**config.mk**
```make
export PLATFORM = sky130hd
export DESIGN_NAME = button_debounce_repeat
export DESIGN_NICKNAME = d
export VERILOG_FILES = /design/src/rtl/button_pkg.sv /design/src/rtl/sync_2ff.sv /design/src/rtl/button_debounce_repeat.sv
export SDC_FILE = /design/constraint.sdc
export NUM_CORES = 1
export LEC_CHECK = 0
export CORE_ASPECT_RATIO = 0.75
export CORE_UTILIZATION = 50
export CTS_CLUSTER_SIZE = 25
export DETAILED_ROUTE_END_ITERATION = 8
export GPL_TIMING_DRIVEN = 0
export PLACE_DENSITY = 0.66
export SYNTH_ARGS = -nofsm -noshare
export SYNTH_HDL_FRONTEND = slang
export SYNTH_SLANG_ARGS = --single-unit
```
**constraint.sdc**
```tcl
create_clock -name clock -period 1.8 [get_ports clock]
set_input_delay 0.36 -clock clock [delete_from_list [all_inputs] [get_ports clock]]
set_output_delay 0.36 -clock clock [all_outputs]
set_load 0.01 [all_outputs]
```
**src/rtl/button_pkg.sv**
```systemverilog
// Shared definitions for the button debounce / auto-repeat block.
// Holds the FSM state encoding, the default parameter values and a helper
// that sizes the internal counters from the timing parameters.
package button_pkg;

    // FSM state encoding
    localparam logic [2:0] ST_IDLE         = 3'd0;
    localparam logic [2:0] ST_PRESS_WAIT   = 3'd1;
    localparam logic [2:0] ST_PRESSED      = 3'd2;
    localparam logic [2:0] ST_REPEAT       = 3'd3;
    localparam logic [2:0] ST_RELEASE_WAIT = 3'd4;

    // Default timing / behaviour parameters
    localparam int DEF_DEBOUNCE_CYCLES = 4;
    localparam int DEF_HOLD_CYCLES     = 20;
    localparam int DEF_REPEAT_CYCLES   = 8;
    localparam bit DEF_REPEAT_EN       = 1'b1;
    localparam bit DEF_ACTIVE_LOW      = 1'b1;

    function automatic int max3(input int a, input int b, input int c);
        int m;
        m = (a > b) ? a : b;
        return (m > c) ? m : c;
    endfunction

    // One width shared by all counters, wide enough for the largest terminal
    // count so none of them can wrap.
    function automatic int cnt_width(input int d, input int h, input int r);
        return $clog2(max3(d, h, r) + 1);
    endfunction

endpackage

```
**src/rtl/sync_2ff.sv**
```systemverilog
// Two-flop synchronizer for a single asynchronous input bit.
// Ports:
//   clock  - destination clock
//   reset  - asynchronous, active-high; both flops load RESET_VAL
//   d_i    - asynchronous input
//   q_o    - synchronized output (two clock edges of latency)
module sync_2ff #(
    parameter logic RESET_VAL = 1'b0
) (
    input  logic clock,
    input  logic reset,
    input  logic d_i,
    output logic q_o
);

    logic meta_q;
    logic sync_q;

    always_ff @(posedge clock or posedge reset) begin
        if (reset) begin
            meta_q <= RESET_VAL;
            sync_q <= RESET_VAL;
        end else begin
            meta_q <= d_i;
            sync_q <= meta_q;
        end
    end

    assign q_o = sync_q;

endmodule

```
**src/rtl/button_debounce_repeat.sv**
```systemverilog
// Push-button conditioner: synchronizes the raw pin, debounces press and
// release, and optionally generates auto-repeat pulses while held.
// Ports:
//   clock         - system clock, all state on the rising edge
//   reset         - asynchronous, active-high
//   button_signal - raw asynchronous button pin (polarity set by ACTIVE_LOW)
//   button_flag   - one-cycle pulse per accepted press and per repeat
//   release_flag  - one-cycle pulse per accepted release
//   button_level  - debounced level, 1 = pressed
//   button_held   - high while auto-repeat is active
module button_debounce_repeat
    import button_pkg::*;
#(
    parameter int DEBOUNCE_CYCLES = DEF_DEBOUNCE_CYCLES,
    parameter int HOLD_CYCLES     = DEF_HOLD_CYCLES,
    parameter int REPEAT_CYCLES   = DEF_REPEAT_CYCLES,
    parameter bit REPEAT_EN       = DEF_REPEAT_EN,
    parameter bit ACTIVE_LOW      = DEF_ACTIVE_LOW
) (
    input  logic clock,
    input  logic reset,
    input  logic button_signal,
    output logic button_flag,
    output logic release_flag,
    output logic button_level,
    output logic button_held
);

    localparam int CNT_W = cnt_width(DEBOUNCE_CYCLES, HOLD_CYCLES, REPEAT_CYCLES);

    // Counters compare against "last" values: the transition happens on the
    // sample that would bring the count to the parameter value.
    localparam logic [CNT_W-1:0] CNT_ZERO  = '0;
    localparam logic [CNT_W-1:0] CNT_ONE   = CNT_W'(1);
    localparam logic [CNT_W-1:0] DEB_LAST  = CNT_W'(DEBOUNCE_CYCLES - 1);
    localparam logic [CNT_W-1:0] HOLD_LAST = CNT_W'(HOLD_CYCLES - 1);
    localparam logic [CNT_W-1:0] REP_LAST  = CNT_W'(REPEAT_CYCLES - 1);

    // Pin level that means "not pressed"; the synchronizer resets to it so
    // leaving reset never looks like an edge by itself.
    localparam logic PIN_IDLE = ACTIVE_LOW;

    logic             pin_sync;
    logic             sample_active;

    logic [2:0]       state_q,    state_d;
    logic [CNT_W-1:0] deb_cnt_q,  deb_cnt_d;
    logic [CNT_W-1:0] hold_cnt_q, hold_cnt_d;
    logic [CNT_W-1:0] rep_cnt_q,  rep_cnt_d;
    logic             flag_q,     flag_d;
    logic             rel_q,      rel_d;
    logic             level_q,    level_d;
    logic             held_q,     held_d;

    sync_2ff #(
        .RESET_VAL (PIN_IDLE)
    ) u_sync (
        .clock (clock),
        .reset (reset),
        .d_i   (button_signal),
        .q_o   (pin_sync)
    );

    // Normalize to active-high.
    assign sample_active = pin_sync ^ ACTIVE_LOW;

    always_comb begin
        state_d    = state_q;
        deb_cnt_d  = deb_cnt_q;
        hold_cnt_d = hold_cnt_q;
        rep_cnt_d  = rep_cnt_q;
        flag_d     = 1'b0;
        rel_d      = 1'b0;
        level_d    = level_q;
        held_d     = held_q;

        case (state_q)
            ST_IDLE: begin
                if (sample_active) begin
                    if (DEB_LAST == CNT_ZERO) begin
                        // Single-sample debounce: this sample completes it.
                        state_d    = ST_PRESSED;
                        flag_d     = 1'b1;
                        level_d    = 1'b1;
                        deb_cnt_d  = CNT_ZERO;
                        hold_cnt_d = CNT_ZERO;
                        rep_cnt_d  = CNT_ZERO;
                    end else begin
                        state_d   = ST_PRESS_WAIT;
                        deb_cnt_d = CNT_ONE;
                    end
                end
            end

            ST_PRESS_WAIT: begin
                if (!sample_active) begin
                    state_d   = ST_IDLE;
                    deb_cnt_d = CNT_ZERO;
                end else if (deb_cnt_q == DEB_LAST) begin
                    state_d    = ST_PRESSED;
                    flag_d     = 1'b1;
                    level_d    = 1'b1;
                    deb_cnt_d  = CNT_ZERO;
                    hold_cnt_d = CNT_ZERO;
                    rep_cnt_d  = CNT_ZERO;
                end else begin
                    deb_cnt_d = deb_cnt_q + CNT_ONE;
                end
            end

            ST_PRESSED, ST_REPEAT: begin
                if (!sample_active) begin
                    if (DEB_LAST == CNT_ZERO) begin
                        state_d    = ST_IDLE;
                        rel_d      = 1'b1;
                        level_d    = 1'b0;
                        held_d     = 1'b0;
                        deb_cnt_d  = CNT_ZERO;
                        hold_cnt_d = CNT_ZERO;
                        rep_cnt_d  = CNT_ZERO;
                    end else begin
                        // Level stays asserted until the release is confirmed.
                        state_d   = ST_RELEASE_WAIT;
                        deb_cnt_d = CNT_ONE;
                    end
                end else if (state_q == ST_PRESSED) begin
                    if (hold_cnt_q == HOLD_LAST) begin
                        if (REPEAT_EN) begin
                            state_d   = ST_REPEAT;
                            flag_d    = 1'b1;
                            held_d    = 1'b1;
                            rep_cnt_d = CNT_ZERO;
                        end
                        // Without repeat the hold counter simply parks here.
                    end else begin
                        hold_cnt_d = hold_cnt_q + CNT_ONE;
                    end
                end else begin
                    if (rep_cnt_q == REP_LAST) begin
                        flag_d    = 1'b1;
                        rep_cnt_d = CNT_ZERO;
                    end else begin
                        rep_cnt_d = rep_cnt_q + CNT_ONE;
                    end
                end
            end

            ST_RELEASE_WAIT: begin
                if (sample_active) begin
                    // Release glitch: back to a fresh hold period, silently.
                    state_d    = ST_PRESSED;
                    deb_cnt_d  = CNT_ZERO;
                    hold_cnt_d = CNT_ZERO;
                    rep_cnt_d  = CNT_ZERO;
                    held_d     = 1'b0;
                end else if (deb_cnt_q == DEB_LAST) begin
                    state_d    = ST_IDLE;
                    rel_d      = 1'b1;
                    level_d    = 1'b0;
                    held_d     = 1'b0;
                    deb_cnt_d  = CNT_ZERO;
                    hold_cnt_d = CNT_ZERO;
                    rep_cnt_d  = CNT_ZERO;
                end else begin
                    deb_cnt_d = deb_cnt_q + CNT_ONE;
                end
            end

            default: begin
                state_d    = ST_IDLE;
                deb_cnt_d  = CNT_ZERO;
                hold_cnt_d = CNT_ZERO;
                rep_cnt_d  = CNT_ZERO;
                level_d    = 1'b0;
                held_d     = 1'b0;
            end
        endcase
    end

    always_ff @(posedge clock or posedge reset) begin
        if (reset) begin
            state_q    <= ST_IDLE;
            deb_cnt_q  <= '0;
            hold_cnt_q <= '0;
            rep_cnt_q  <= '0;
            flag_q     <= 1'b0;
            rel_q      <= 1'b0;
            level_q    <= 1'b0;
            held_q     <= 1'b0;
        end else begin
            state_q    <= state_d;
            deb_cnt_q  <= deb_cnt_d;
            hold_cnt_q <= hold_cnt_d;
            rep_cnt_q  <= rep_cnt_d;
            flag_q     <= flag_d;
            rel_q      <= rel_d;
            level_q    <= level_d;
            held_q     <= held_d;
        end
    end

    assign button_flag  = flag_q;
    assign release_flag = rel_q;
    assign button_level = level_q;
    assign button_held  = held_q;

endmodule
```
# ---- Word-level counts from Yosys, hierarchy flattened
# Cells that the tools add are included.
dict set report classes {
  addsub 3
  n_eq_ne 22
  mux 49
  bitwise_logic 3
  n_reduce_logical 10
}
# cell n
set ops {}
lappend ops {{5-bit two-way mux} 18}
lappend ops {{5-bit case mux with 4 select lines} 3}
lappend ops {{3-bit two-way mux} 8}
lappend ops {{5-bit AND reduction} 4}
lappend ops {{1-bit two-way mux} 16}
lappend ops {{2-bit != test, second input constant} 8}
lappend ops {{5-bit by 1-bit adder with 5-bit output, second input constant} 3}
lappend ops {{3-bit case mux with 4 select lines} 1}
lappend ops {{3-bit by 2-bit != test with 1-bit output, second input constant} 3}
lappend ops {{3-bit by 2-bit equality test with 1-bit output, second input constant} 2}
lappend ops {{3-bit != test, second input constant} 2}
lappend ops {{1-bit case mux with 3 select lines} 2}
lappend ops {{5-bit by 2-bit equality test with 1-bit output, second input constant} 1}
lappend ops {{5-bit by 3-bit equality test with 1-bit output, second input constant} 1}
lappend ops {{5-bit equality test, second input constant} 1}
lappend ops {{2-bit by 1-bit != test with 1-bit output, second input constant} 2}
lappend ops {{4-bit AND reduction} 1}
lappend ops {{2-bit OR reduction} 2}
lappend ops {{3-bit by 1-bit equality test with 1-bit output, second input constant} 1}
lappend ops {{3-bit equality test, second input constant} 1}
lappend ops {{3-bit logical NOT} 1}
lappend ops {{1-bit NOT} 3}
lappend ops {{3-bit OR reduction} 1}
lappend ops {{1-bit case mux with 2 select lines} 1}
lappend ops {{2-bit AND reduction} 1}
dict set report totals {
  register_bits 24
  inputBits 3
  output_inout_bits 4
  elab_cells 97
}

# ---- Longest topological paths before layout
dict set report depth {
  depth_word 5
  ltp_mapped 6
  ltp_nobuf 5
}

# ---- Cells and area by module
# Synthesis repeated with hierarchy kept, for this count alone.
dict set report unflattened {
  hier_cells 142
  hier_area_um2 1381.3
}
# mod n_inst cells_each area_each_um2 seq_area_each_um2
set by_module_without_submodules {}
lappend by_module_without_submodules {button_debounce_repeat 1 139 1325.0 550.5}
lappend by_module_without_submodules {sync_2ff 1 3 56.3 52.6}

# ---- Worst setup path before layout
# Ideal clock, no wire load.
dict set report synth_path {
  kind {register to register}
  start {register deb_cnt_q[0]}
  end {register deb_cnt_q[1]}
  arrival_ns 1.507
  required_time_ns 1.675
  setup_slack_ns 0.167
  path_stages_with_launch 6
  n_path_buf 0
  period_less_slack_ns 1.633
  path_cell_list {dfrtp_1 ha_1 or4b_4 a21o_1 a32oi_2 nor2_1}
}
dict set report synth_between {
  elab_chain_len 4
}
# element line
set synth_rtl {}
lappend synth_rtl {{start: declaration} button_debounce_repeat.sv:47} ;# logic [CNT_W-1:0] deb_cnt_q, deb_cnt_d;
lappend synth_rtl {{start signal: assignment} button_debounce_repeat.sv:192} ;# deb_cnt_q <= deb_cnt_d;
lappend synth_rtl {{5-bit by 1-bit adder with 5-bit output or 5-bit by 2-bit equality test with 1-bit output (tied branches)} -}
lappend synth_rtl {{5-bit two-way mux (*)} {button_debounce_repeat.sv:99, button_debounce_repeat.sv:156}}
lappend synth_rtl {{5-bit two-way mux, on equally long branches} {button_debounce_repeat.sv:149, button_debounce_repeat.sv:96}}
lappend synth_rtl {{5-bit case mux with 4 select lines (*)} button_debounce_repeat.sv:77} ;# case (state_q)
# Mark *: on every way between the ends. The rest lies on a longest branch, timed or not.
# A chain may end at the register's enable or synchronous reset.

# ---- Final worst setup path
dict set report layout_path {
  start {register deb_cnt_q[1]}
  end {register rep_cnt_q[3]}
}
dict set report layout_between {
  elab_chain_len 4
}
# element line
set layout_rtl {}
lappend layout_rtl {{5-bit by 2-bit equality test with 1-bit output (*)} {button_debounce_repeat.sv:99, button_debounce_repeat.sv:156}}
lappend layout_rtl {{5-bit two-way mux (*)} -}
lappend layout_rtl {{5-bit two-way mux} -}
lappend layout_rtl {{5-bit case mux with 4 select lines (*)} -}
lappend layout_rtl {{end signal: assignment} button_debounce_repeat.sv:194} ;# rep_cnt_q <= rep_cnt_d;
lappend layout_rtl {{end: declaration} button_debounce_repeat.sv:49} ;# logic [CNT_W-1:0] rep_cnt_q, rep_cnt_d;
# Mark *: on every way between the ends. The rest lies on a longest branch, timed or not. The select of a mux whose other input is x is not followed.

==> run_results.csv <==
group,metric,value,unit
placement,dp.cells,183,
synthesis,yosysSeqAreaShare,42.5,%
grt,grt_pass1_vias,1014,
timing,slew_headroom,38.0,%
grt,grt-ovfl-total,0,
synthesis,syn-mean-instance-area,10.1,um^2
clock_tree,clk_pin_slew_worst_paths,0.08,ns
floorplan,die_h,48.1,um
clock_tree,clock_latency,0.27,ns
route,wirelength,3260,um
route,vias,1189,
pwr,powerDensity,1110,nW/um^2
placement,gp_congestion,0.841,
timing,rsz0062_at_grt,"true",
final_layout,finish.instance_area,1710,um^2
critical_path,endpoint_kind,"flip-flop",
synthesis,yosysUniqueCellTypes,56,
critical_path,critPathMaxFanout,5,
timing,final.setup.worst_slack,0.0594,ns
route,ant_nets,0,
pwr,p_leak,0.733,nW
grt,grtUsageTotal,21.7,%
critical_path,crit_type,"flip-flop to flip-flop",
floorplan,core-area,2640,um^2
timing,tightest_slew,0.929,ns
clock_tree,root_buffer,"clkbuf_8",
synthesis,synth-seq-cells,24,
timing,finClkSkew,0.00236,ns
route,drc,0,
final_layout,instances_no_fill,198,
timing,whs,0.358,ns
timing,setup_viol,0,
timing,fmax,575,MHz
run_status,outcome,"complete, no violations",
placement,hpwl,2140,um
critical_path,cp.required,1.96,ns
grt,grt_max_degree,25,
clock_tree,cts_num_sinks,24,
floorplan,die_w,63.5,um
final_layout,drive_gt1_share,26.5,%
final_layout,final_nets,169,
critical_path,reg2reg_from,"deb_cnt_q[1]$_DFFE_PP0P_",
route,vias_per_cell,6.01,
timing,slew_violations,0,
synthesis,synth.cell_area,1420,um^2
final_layout,antenna_cells,0,
hold_path,hp-start,"u_sync.meta_q$_DFF_PP1_",
timing,post-route-period-util,96.7,%
synthesis,ys_warn_count,0,
pwr,p_sw,690,uW
synthesis,async_reset_ff_share,100,%
synthesis,synth_edf_count,0,
synthesis,synth_cells,141,
pwr,seq_power_share,37.2,%
floorplan,io_pins,7,
pwr,p_total,1.91,mW
pwr,max-vdd-ir-drop,0.640,mV
clock_tree,cts_tree,"built",
critical_path,cp-startpoint,"deb_cnt_q[1]$_DFFE_PP0P_",
critical_path,slowest_stage,"dfrtp_1",
floorplan,initial_utilization,53.7,%
timing,finalHoldViolCount,0,
pwr,comb_power_share,43.5,%
pwr,power.share.clock,19.3,%
route,drt_iter0_drc,111,
synthesis,ys.flop_type,"dfrtp_1",
floorplan,rows,16,
grt,grt_pass1_wl,4990,um
clock_tree,cts_made_buffers,3,
route,firstDrtPassIters,4,
grt,antenna_found_initial,0,
critical_path,crit_path_max_incr_delay,0.42,ns
pwr,intPower,1.22,mW
final_layout,area_growth,20.8,%
critical_path,start_kind,"flip-flop",
pwr,switching_share,36.2,%
job,maxCapViolCount,0,
route,detail_route.wl_per_cell,16.5,um
placement,placed_cell_area,1520,um^2
clock_tree,htreeDepth,1,
hold_path,hp-class,"flip-flop to flip-flop",
clock_tree,cts_hold_buffers,0,
critical_path,cp_cell_sequence,"ha_4, nor4b_4, buf_6, nor3_4, nor4_4, buf_4, a21oi_2",
critical_path,crit_arrival,1.90,ns
floorplan,dieArea,3060,um^2
critical_path,cp_num_buf_inv,2,
timing,period_minus_slack,1.74,ns
clock_tree,clockBufferDepth,2,
placement,dp_slack,-0.143,ns
critical_path,cpLargestDelayFamily,"simple AND/OR/NAND/NOR gates",
placement,portBuffers,6,
synthesis,syn_nets,147,
-- state kept, by name (all words and copies together), names as in the netlist --
signal / cells
u_sync.q_o: 1
button_level: 1
release_flag: 1
button_held: 1
u_sync.meta_q: 1
rep_cnt_q: 5
button_flag: 1
hold_cnt_q: 5
state_q: 3
deb_cnt_q: 5
-- power groups by stage --
stage / registers, mW / clock network (mW) / logic (mW)
floorplan: 0.704 / 0 / 0.526
global placement: 0.712 / 0 / 0.655
detailed placement: 0.721 / 0 / 0.666
CTS: 0.708 / 0.378 / 0.719
global route: 0.719 / 0.400 / 0.906
finish: 0.710 / 0.367 / 0.828
-- per-stage QoR --
| stage | utilization, % | setup TNS, ns |
|---|---|---|
| detailed placement | 57.7 | -0.630 |
| CTS | 60.9 | 0 |
| floorplan | - | 0 |
| finish | 64.9 | 0 |
| global placement | 57.7 | -0.344 |
| global route | 64.9 | -0.114 |
-- path summary, 6_finish.rpt --
| path | cells past startpoint | slack [ns] | end |
|---|---|---|---|
| max reg2reg | 7 | 0.06 | rep_cnt_q[3]$_DFFE_PP0P_ |
| max | 7 | 0.06 | rep_cnt_q[3]$_DFFE_PP0P_ |
| max in group asynchronous | 2 | 0.64 | hold_cnt_q[3]$_DFFE_PP0P_ |
| min in group asynchronous | 2 | 0.59 | deb_cnt_q[4]$_DFFE_PP0P_ |
| min | 0 | 0.36 | u_sync.q_o$_DFF_PP1_ |
| min reg2reg | 0 | 0.36 | u_sync.q_o$_DFF_PP1_ |
-- cells by family (layout without fill, tap and decap cells) --
group,count (synthesis),count (layout),synth area share [%]
xor+xnor,3,3,1.85
mux,3,3,2.47
compound gates,44,44,21.8
buf+inv,12,33,5.03
flops,24,24,42.5
fa+ha+maj,3,3,2.65
simple gates,52,52,23.7
-- layer usage --
| metal | global-route usage, % | up-vias | wire [um] |
|---|---|---|---|
| li1 | - | 568 | - |
| met1 | 30.4 | 586 | 1610 |
| met2 | 36.0 | 32 | 1500 |
| met3 | 4.21 | 3 | 131 |
| met4 | 4.09 | 0 | 16 |
| met5 | 0 | - | 0 |
-- cell usage in the layout (no fill, tap or decap), types with 5 or more instances in the layout --
cell type        synthesis  routed
nor2_1                  11      11
o21ai_0                  7       7
nand2_1                  9       9
nand3_1                  9       9
dfrtp_1                 22      22
clkbuf_8                 1       5
clkdlybuf4s50_1          0       6
a21oi_1                 10       8
buf_4                    1      10
buf_2                    4       5
-- cells in the mapped netlist (all sizes together) (2+ instances only) --
| cell | count | area share [%] |
|---|---|---|
| ha | 3 | 2.6 |
| a21o | 3 | 1.6 |
| xnor2 | 2 | 1.2 |
| dfrtp | 22 | 39 |
| nand2 | 9 | 2.4 |
| buf | 6 | 2.7 |
| clkbuf | 2 | 1.2 |
| nor4b | 2 | 2.3 |
| nor4 | 2 | 1.9 |
| mux2i | 2 | 1.4 |
| a21oi | 10 | 3.5 |
| o21ai | 9 | 3.4 |
| nand2b | 2 | 0.88 |
| nor2 | 12 | 3.4 |
| nand3 | 9 | 3.2 |
| inv | 4 | 1.1 |
| and2 | 2 | 0.88 |
| a31oi | 3 | 1.3 |
| nor3 | 4 | 2.6 |
| dfstp | 2 | 3.7 |
| o21a | 4 | 2.1 |
| nor2b | 2 | 0.88 |
| or3b | 2 | 1.6 |
-- layout make-up --
cell class	instances	area, um^2
buffer	8	57.6
clock buffer	4	55.1
fill	226	928
inverter	4	15.0
multi-input combinational	105	795
sequential	24	603
tap	36	45.0
timing repair buffer	17	144
-- repair_timing --
item,CTS,global route
gates resized for setup,4,7
gates cloned,0,1
buffers inserted,1,9
setup endpoints to repair,12,8
pin swaps,2,4
Note: power is estimated with default switching activity, not from simulation.
